==> config.mk <==
export PLATFORM = sky130hd
export DESIGN_NAME = uart_rx_gen2_flat
export DESIGN_NICKNAME = d
export VERILOG_FILES = /design/src/rtl/uart_rx_gen2_if.sv /design/src/rtl/uart_rx_gen2.sv /design/src/flat_wrapper.sv
export SDC_FILE = /design/constraint.sdc
export NUM_CORES = 1
export LEC_CHECK = 0
export ABC_AREA = 1
export CAP_MARGIN = 15
export CORE_ASPECT_RATIO = 1.25
export CORE_UTILIZATION = 35
export CTS_BUF_LIST = sky130_fd_sc_hd__clkbuf_16
export DETAILED_ROUTE_END_ITERATION = 8
export PLACE_DENSITY = 0.51
export SLEW_MARGIN = 10
export SYNTH_ARGS = -nofsm -noshare
export SYNTH_HDL_FRONTEND = slang
export SYNTH_SLANG_ARGS = --single-unit
==> constraint.sdc <==
create_clock -name clk -period 3.15 [get_ports clk]
set_clock_uncertainty 0.1 [all_clocks]
set_input_delay 0.7875 -clock clk [delete_from_list [all_inputs] [get_ports clk]]
set_output_delay 0.7875 -clock clk [all_outputs]
set_load 0.05 [all_outputs]
==> src/rtl/uart_rx_gen2_if.sv <==
// Serial line, frame configuration and result pulses of the uart_rx_gen2 receiver.
// The slave modport is the receiver side; master is the stimulus/consumer side.
interface uart_rx_gen2_if #(
  parameter int DATA_WIDTH = 8,
  parameter int PRESCALE_W = 6
);
  logic                  RX_IN;
  logic [PRESCALE_W-1:0] prescale;
  logic                  parity_enable;
  logic                  parity_type;
  logic                  two_stop;
  logic [DATA_WIDTH-1:0] P_DATA;
  logic                  data_valid;
  logic                  parity_error;
  logic                  stop_error;
  logic                  start_glitch;

  modport master (
    output RX_IN, prescale, parity_enable, parity_type, two_stop,
    input  P_DATA, data_valid, parity_error, stop_error, start_glitch
  );

  modport slave (
    input  RX_IN, prescale, parity_enable, parity_type, two_stop,
    output P_DATA, data_valid, parity_error, stop_error, start_glitch
  );
endinterface

==> src/rtl/uart_rx_gen2.sv <==
// Oversampling UART receiver: 2-of-3 majority per bit, optional parity, one or two stop bits.
// Define UART_RX_SYNC_EN to pass RX_IN through a 2-flop synchroniser (adds 2 cycles of latency).
module uart_rx_gen2 #(
  parameter int DATA_WIDTH = 8,
  parameter int PRESCALE_W = 6
) (
  input  logic          clk,
  input  logic          rstn,
  uart_rx_gen2_if.slave bus
);

  localparam logic [2:0] IDLE   = 3'd0;
  localparam logic [2:0] START  = 3'd1;
  localparam logic [2:0] DATA   = 3'd2;
  localparam logic [2:0] PARITY = 3'd3;
  localparam logic [2:0] STOP   = 3'd4;
  localparam logic [2:0] OUTPUT = 3'd5;

  localparam logic [PRESCALE_W-1:0] ONE      = PRESCALE_W'(1);
  localparam logic [3:0]            LAST_BIT = 4'(DATA_WIDTH - 1);

  logic                  rx;
  logic [2:0]            state_q, state_d;
  logic [PRESCALE_W-1:0] cnt_q, cnt_d;
  logic [PRESCALE_W-1:0] presc_q, presc_d;
  logic [3:0]            bit_q, bit_d;
  logic [DATA_WIDTH-1:0] shift_q, shift_d;
  logic [DATA_WIDTH-1:0] p_data_q, p_data_d;
  logic [2:0]            samp_q, samp_d;
  logic                  pe_q, pe_d, pt_q, pt_d, ts_q, ts_d;
  logic                  par_q, par_d, perr_q, perr_d, serr_q, serr_d;

  logic [PRESCALE_W-1:0] half, half_m1, half_p1;
  logic                  last_edge, third, vote, start_frame;

  assign half      = presc_q >> 1;
  assign half_m1   = half - ONE;
  assign half_p1   = half + ONE;
  assign last_edge = (cnt_q == presc_q - ONE);

  // The third sample may fall on the last edge (prescale=4), so use the live line then.
  assign third = (cnt_q == half_p1) ? rx : samp_q[2];
  assign vote  = (samp_q[0] & samp_q[1]) | (samp_q[0] & third) | (samp_q[1] & third);

  always_comb begin
    samp_d = samp_q;
    if (cnt_q == half_m1) samp_d[0] = rx;
    if (cnt_q == half)    samp_d[1] = rx;
    if (cnt_q == half_p1) samp_d[2] = rx;
  end

  always_comb begin
    // NOTE: every variable gets a default first, so no path through the case infers a latch.
    state_d     = state_q;
    cnt_d       = cnt_q;
    presc_d     = presc_q;
    bit_d       = bit_q;
    shift_d     = shift_q;
    p_data_d    = p_data_q;
    pe_d        = pe_q;
    pt_d        = pt_q;
    ts_d        = ts_q;
    par_d       = par_q;
    perr_d      = perr_q;
    serr_d      = serr_q;
    start_frame = 1'b0;

    case (state_q)
      IDLE: begin
        cnt_d = '0;
        if (!rx) start_frame = 1'b1;
      end
      START: begin
        cnt_d = last_edge ? '0 : cnt_q + ONE;
        if (last_edge) begin
          bit_d   = '0;
          state_d = vote ? IDLE : DATA;
        end
      end
      DATA: begin
        cnt_d = last_edge ? '0 : cnt_q + ONE;
        if (last_edge) begin
          shift_d = {vote, shift_q[DATA_WIDTH-1:1]};
          par_d   = par_q ^ vote;
          if (bit_q == LAST_BIT) begin
            bit_d   = '0;
            state_d = pe_q ? PARITY : STOP;
          end else begin
            bit_d = bit_q + 4'd1;
          end
        end
      end
      PARITY: begin
        cnt_d = last_edge ? '0 : cnt_q + ONE;
        if (last_edge) begin
          perr_d  = vote ^ par_q ^ pt_q;
          state_d = STOP;
        end
      end
      STOP: begin
        cnt_d = last_edge ? '0 : cnt_q + ONE;
        if (last_edge) begin
          if (!vote) serr_d = 1'b1;
          if (ts_q && bit_q == 4'd0) begin
            bit_d = 4'd1;
          end else begin
            state_d = OUTPUT;
            if (!perr_q && !serr_q && vote) p_data_d = shift_q;
          end
        end
      end
      OUTPUT: begin
        cnt_d   = '0;
        state_d = IDLE;
        if (!rx) start_frame = 1'b1;
      end
      default: begin
        cnt_d   = '0;
        state_d = IDLE;
      end
    endcase

    // The detection cycle is edge 0 of the start bit, so START begins at edge count 1.
    if (start_frame) begin
      state_d = START;
      cnt_d   = ONE;
      presc_d = bus.prescale;
      pe_d    = bus.parity_enable;
      pt_d    = bus.parity_type;
      ts_d    = bus.two_stop;
      par_d   = 1'b0;
      perr_d  = 1'b0;
      serr_d  = 1'b0;
    end
  end

  always_ff @(posedge clk or negedge rstn) begin
    // NOTE: state elements use non-blocking assignments so every flop samples pre-edge values.
    if (!rstn) begin
      state_q  <= IDLE;
      cnt_q    <= '0;
      presc_q  <= '0;
      bit_q    <= '0;
      shift_q  <= '0;
      p_data_q <= '0;
      samp_q   <= '0;
      pe_q     <= 1'b0;
      pt_q     <= 1'b0;
      ts_q     <= 1'b0;
      par_q    <= 1'b0;
      perr_q   <= 1'b0;
      serr_q   <= 1'b0;
    end else begin
      state_q  <= state_d;
      cnt_q    <= cnt_d;
      presc_q  <= presc_d;
      bit_q    <= bit_d;
      shift_q  <= shift_d;
      p_data_q <= p_data_d;
      samp_q   <= samp_d;
      pe_q     <= pe_d;
      pt_q     <= pt_d;
      ts_q     <= ts_d;
      par_q    <= par_d;
      perr_q   <= perr_d;
      serr_q   <= serr_d;
    end
  end

  // Pulses decode the registered state, so illegal encodings yield no pulse.
  assign bus.P_DATA       = p_data_q;
  assign bus.data_valid   = (state_q == OUTPUT) && !perr_q && !serr_q;
  assign bus.parity_error = (state_q == OUTPUT) && perr_q;
  assign bus.stop_error   = (state_q == OUTPUT) && serr_q;
  assign bus.start_glitch = (state_q == START) && last_edge && vote;

`ifdef UART_RX_SYNC_EN
  logic [1:0] sync_q, sync_d;

  assign sync_d = {sync_q[0], bus.RX_IN};
  assign rx     = sync_q[1];

  always_ff @(posedge clk or negedge rstn) begin
    if (!rstn) sync_q <= 2'b11;
    else       sync_q <= sync_d;
  end
`else
  assign rx = bus.RX_IN;
`endif

endmodule

==> src/flat_wrapper.sv <==
// flat-port wrapper written by rule: the top's interface ports become plain ports
module uart_rx_gen2_flat 
#(
  parameter int DATA_WIDTH = 8,
  parameter int PRESCALE_W = 6
)
  (clk, rstn, bus_RX_IN, bus_prescale, bus_parity_enable, bus_parity_type, bus_two_stop, bus_P_DATA, bus_data_valid, bus_parity_error, bus_stop_error, bus_start_glitch);
  uart_rx_gen2_if #(.DATA_WIDTH(DATA_WIDTH), .PRESCALE_W(PRESCALE_W)) bus_i ();
  input  logic clk;
  input  logic rstn;
  input wire logic [$bits(bus_i.RX_IN)-1:0] bus_RX_IN;
  input wire logic [$bits(bus_i.prescale)-1:0] bus_prescale;
  input wire logic [$bits(bus_i.parity_enable)-1:0] bus_parity_enable;
  input wire logic [$bits(bus_i.parity_type)-1:0] bus_parity_type;
  input wire logic [$bits(bus_i.two_stop)-1:0] bus_two_stop;
  output wire logic [$bits(bus_i.P_DATA)-1:0] bus_P_DATA;
  output wire logic [$bits(bus_i.data_valid)-1:0] bus_data_valid;
  output wire logic [$bits(bus_i.parity_error)-1:0] bus_parity_error;
  output wire logic [$bits(bus_i.stop_error)-1:0] bus_stop_error;
  output wire logic [$bits(bus_i.start_glitch)-1:0] bus_start_glitch;
  assign bus_i.RX_IN = bus_RX_IN;
  assign bus_i.prescale = bus_prescale;
  assign bus_i.parity_enable = bus_parity_enable;
  assign bus_i.parity_type = bus_parity_type;
  assign bus_i.two_stop = bus_two_stop;
  assign bus_P_DATA = bus_i.P_DATA;
  assign bus_data_valid = bus_i.data_valid;
  assign bus_parity_error = bus_i.parity_error;
  assign bus_stop_error = bus_i.stop_error;
  assign bus_start_glitch = bus_i.start_glitch;
  uart_rx_gen2 #(.DATA_WIDTH(DATA_WIDTH), .PRESCALE_W(PRESCALE_W)) u_core (.clk(clk), .rstn(rstn), .bus(bus_i));
endmodule
== Word level (Yosys, flattened, before mapping) ==
Cells that the tools add are included.
Storage, ports and cells
  bits in registers: 44
  input bits: 12
  output and inout port bits: 12
Operators by class
  $add $sub $neg: 5
  equal/unequal tests: 22
  mux-type cells: 32
  bitwise gates (word level): 8
  reductions and logical operators: 27
Operators with widths (count)
  two-way mux 3 bit: 8
  two-way mux 4 bit: 5
  equality test 6 bit: 3
  two-way mux 6 bit: 3
  inequality test 3 x 1 -> 1 bit, second input constant: 5
  one-hot mux 3 bit (5 select lines): 1
  two-way mux 1 bit: 13
  one-hot mux 4 bit (3 select lines): 1
  inequality test 2 x 1 -> 1 bit, second input constant: 5
  logical AND 1 bit: 9
  nonzero test 2 bit: 4
  AND reduction 7 bit: 1
  adder 5 x 1 -> 6 bit, second input constant: 1
  adder 6 x 1 -> 6 bit, second input constant: 1
  equality test 3 x 2 -> 1 bit, second input constant: 2
  equality test 3 bit, second input constant: 2
  equality test 6 x 5 -> 1 bit: 1
  AND reduction 2 bit: 3
  subtractor 5 x 1 -> 6 bit, second input constant: 1
  subtractor 6 x 1 -> 6 bit, second input constant: 1
  AND reduction 5 bit: 1
  adder 4 x 1 -> 4 bit, second input constant: 1
  equality test 4 x 3 -> 1 bit, second input constant: 1
  logical NOT 4 bit: 1
  other kinds (15): 20

== Longest topological paths before layout ==
  depth after elaboration: 11
  depth in mapped cells: 16
  gate-level depth less buffers: 16

== Worst setup path after synthesis ==
No wires, ideal clock.
  path type: register to output
  start point: register u_core.presc_q[2]
  end point: output bus_start_glitch
  arrival time: 2.558 ns
  path slack: -0.296 ns
  cell stages (with the launch flop): 15
  path buffers: 0
  cells stage by stage: dfrtp_1 -> inv_1 -> ha_1 -> inv_1 -> nand2_1 -> nand2_1 -> nor2_1 -> nand2_1 -> nor2_1 -> nand2_1 -> nand2_2 -> nand3_4 -> nand2_4 -> inv_2 -> nor3_1
Between the ends
  longest elaborated chain between the ends: 7
  elaborated cells on any way between the ends: 11
  classes of those cells: 2 x add/sub; 2 x eq/ne; 1 x mux; 4 x bitwise; 2 x reduce/logical
RTL lines
  start: declaration: RTL line uart_rx_gen2.sv:25  | logic [PRESCALE_W-1:0] presc_q, presc_d;
  start signal: assignment: RTL line uart_rx_gen2.sv:156  | presc_q <= presc_d;
  adder 5 x 1 -> 6 bit: RTL line uart_rx_gen2.sv:38  | assign half_p1 = half + ONE;
  equality test 6 bit: RTL line uart_rx_gen2.sv:42  | assign third = (cnt_q == half_p1) ? rx : samp_q[2];
  two-way mux 1 bit: RTL line uart_rx_gen2.sv:42
  AND 1 bit: RTL line uart_rx_gen2.sv:43  | assign vote = (samp_q[0] & samp_q[1]) | (samp_q[0] & third) | (samp_q[1] & third);
  OR 1 bit (2 in series): RTL line uart_rx_gen2.sv:43
  logical AND 1 bit *: RTL line uart_rx_gen2.sv:175  | assign bus.start_glitch = (state_q == START) && last_edge && vote;
  end: declaration: RTL line flat_wrapper.sv:20  | output wire logic [$bits(bus_i.start_glitch)-1:0] bus_start_glitch;
Every way passes the cells marked *; elsewhere a longest branch is shown, timed or not.

== Final worst setup path ==
  start point: register u_core.presc_q[1]
  end point: output bus_start_glitch
Same word-level chain as after synthesis.

==> results.toml <==
[detailed_routing]
first_iter_violations = 75
routedWlPerCell_um = 12.62
wl_um = 5629
vias = 2077
firstDrtPassIters = 5
drt-vias-per-instance = 4.657
route.detailed.drc = 0
final_antenna_net_count = 0

[place]
placed_cells = 431
place_area_um2 = 2874
gp_congestion = 0.8231
port_buffers = 23
place_hpwl_um = 4125

[finish]
final_nets = 374
instances_no_fill = 446
fin_area_um2 = 3147
area_growth_pct = 24.32
drive_gt1_share_pct = 15.73
final_common_cell = "nand2_1"
final_cell_mix = "89 x nand2_1, 44 x dfrtp_1, 39 x inv_1"
diodes = 0

[flow_run]
maxCapViolCount = 0

[clock_tree]
cts.sinks = 44
h-tree-depth = 2
clkLatencyLatePin_ns = 0.28
clockBufferDepth = 2
cts_tree = "built"
cts_buffers = 5
path_clk_slew_ns = 0.06
cts-root-buf = "clkbuf_16"

[pwr]
leakage_nw = 1.447
peakVddDrop_mv = 0.3383
power_w = 0.002675
power_density_nw_per_um2 = 849.9

[synth]
synth_nets = 339
syn_area_per_cell_um2 = 7.910
synth_ff_type = "dfrtp_1"
async_flop_share_pct = 100.0
syn_inst = 320
syn_area_um2 = 2531
yosysWarnings = 0
synth_seq_area_share_pct = 43.50
ys_types = 37
synth-edff-count = 0
ys_seq_elements = 44

[grt]
grtUsageTotal_pct = 15.95
grt_max_degree = 29
antenna_found_initial = 0
grt_pass1_wl_um = 9570
grt_overflow_total = 0
grt_pass1_vias = 2117

[floorplan]
die_h_um = 97.08
ios = 24
core_um2 = 6977
die_x_um = 78.06
dieArea_um2 = 7578
start_util_pct = 36.28
rows = 34

[worst_setup_path]
arrival_ns = 2.19
cp-end-kind = "output port"
critPathMaxFanout = 4
cpPeakStageDelay_ns = 0.38
crit_top_cell = "nand2_1"
crit_chain = "inv_2 > ha_4 > inv_2 > nand2_2 > nand2_1 > nor2_1 > nand2_1 > nor2_2 > nand2_1 > nand2_2 > nand3_4 > nand2_4 > inv_4 > nor3_4 > buf_12"
cp-start-kind = "flop"
reg2regPathDepth = 15
timing.rr.start = "u_core.presc_q[1]$_DFFE_PN0P_"
required_ns = 2.26
path_class = "reg2out"
rrSetupSlack_ns = 0.62
crit_slowest_cell = "dfrtp_1"
critical-path-top-delay-family = "simple AND/OR/NAND/NOR gates"
reg2reg_to = "u_core.par_q$_DFFE_PN0P_"
critical_path_buf_inv_count = 4

[sta]
max_freq_mhz = 324.7
maxSlewViolCount = 0
min_period_over_period_pct = 97.77
rsz0062_at_grt = "yes"
setup_viol = 0
setup_tns_ns = 0
hold_slack_ns = 0.3155
max-slew-margin-rel_pct = 66.23
hold_violations = 0
min_period_ns = 3.080
worst_slew_pin_slew_ns = 0.5050

[worst_hold_path]
hold_path.class = "in2async"

[run_status]
status = "finished clean"
## registers in the layout, summed over array words and instances, names as in the netlist, 3 cells and up
name               count
u_core.bus.P_DATA      8
u_core.shift_q         8
u_core.cnt_q           6
u_core.presc_q         6
u_core.bit_q           4
u_core.samp_q          3
u_core.state_q         3
## area by class of cell
cell class | instances | area, µm²
clock buffer | 5 | 125.1
clock inverter | 3 | 42.54
fill | 753 | 3830
inverter | 49 | 186.4
multi-input combinational | 221 | 1257
sequential | 44 | 1101
tap | 90 | 112.6
timing repair buffer | 34 | 321.6
## worst max path at each step
| stage | to | cells past startpoint | from |
|---|---|---|---|
| 6_report | bus_start_glitch | 15 | u_core.presc_q[1]$_DFFE_PN0P_ |
| 2_1_floorplan | bus_start_glitch | 14 | u_core.presc_q[2]$_DFFE_PN0P_ |
| 3_3_place_gp | bus_start_glitch | 8 | bus_RX_IN |
| 5_1_grt | bus_start_glitch | 15 | u_core.presc_q[1]$_DFFE_PN0P_ |
| 3_5_place_dp | bus_start_glitch | 8 | bus_RX_IN |
| 4_1_cts | bus_start_glitch | 14 | u_core.presc_q[1]$_DFFE_PN0P_ |
## timing repair
item                                    4_1_cts  5_1_grt
setup buffers                                 1        6
hold buffers                                  0        0
resized for setup                             1       12
pin swaps                                     0        8
endpoints found under the setup margin        1        1
## worst register-to-register path, cell delays in order, from the launching register on
cell and delay [ns]:
dfrtp_1 0.40, inv_2 0.10, buf_4 0.13, ha_1 0.17, inv_1 0.08, nor3_2 0.17, nand2_1 0.10, xor2_1 0.15
nor2_1 0.13, nand2_2 0.09, buf_4 0.18, nor2_4 0.30, nand2_1 0.17, nand2_1 0.08, nand2_1 0.05, nor2_1 0.09
## power breakdown
part	internal (W)	leakage [nW]	switching [W]
clock network	0.000373	0.0798	0.000219
logic	0.000519	0.784	0.000733
registers	0.000690	0.583	0.000141
total	0.00158	1.45	0.00109
## stage by stage
step	util (%)	worst slack (ns)
final	45.10	0.07017
after CTS	43.79	0.03453
after detailed placement	41.19	0.1024
after global routing	45.10	-0.06721
after floorplan	-	0.1379
after global placement	41.19	0.1010
## synth_stat cells, types with 3 or more instances
cell type | count | area [µm²]
xor2_1 | 7 | 61.31
nor3_1 | 5 | 25.02
nor2_1 | 24 | 90.09
clkinv_1 | 4 | 15.01
nand2_2 | 5 | 31.28
inv_2 | 3 | 11.26
nand2_1 | 90 | 337.8
nand3_1 | 11 | 55.05
a21oi_1 | 7 | 35.03
dfrtp_1 | 44 | 1101
o21ai_0 | 12 | 60.06
nand4_1 | 3 | 18.77
xnor2_1 | 8 | 70.07
o21ai_1 | 15 | 75.07
inv_1 | 42 | 157.7
o21ai_2 | 8 | 70.07
ha_1 | 7 | 87.58
## per-layer routing
layer  share of wire, %  global-route usage (%)  up-vias
li1                   -                       -     1075
met1                 43                   17.37      958
met5                  0                       0        -
met2                 52                   30.36       37
met4                1.4                   5.128        0
met3                3.1                   2.911        7
## logic make-up after synthesis
family / after synthesis / synth area share (%)
compound gates: 50 / 11.91
simple gates: 148 / 26.20
xor+xnor: 16 / 6.080
fa+ha+maj: 7 / 3.460
buf+inv: 55 / 8.848
flops: 44 / 43.50
Power figures use the tool's default switching activity.
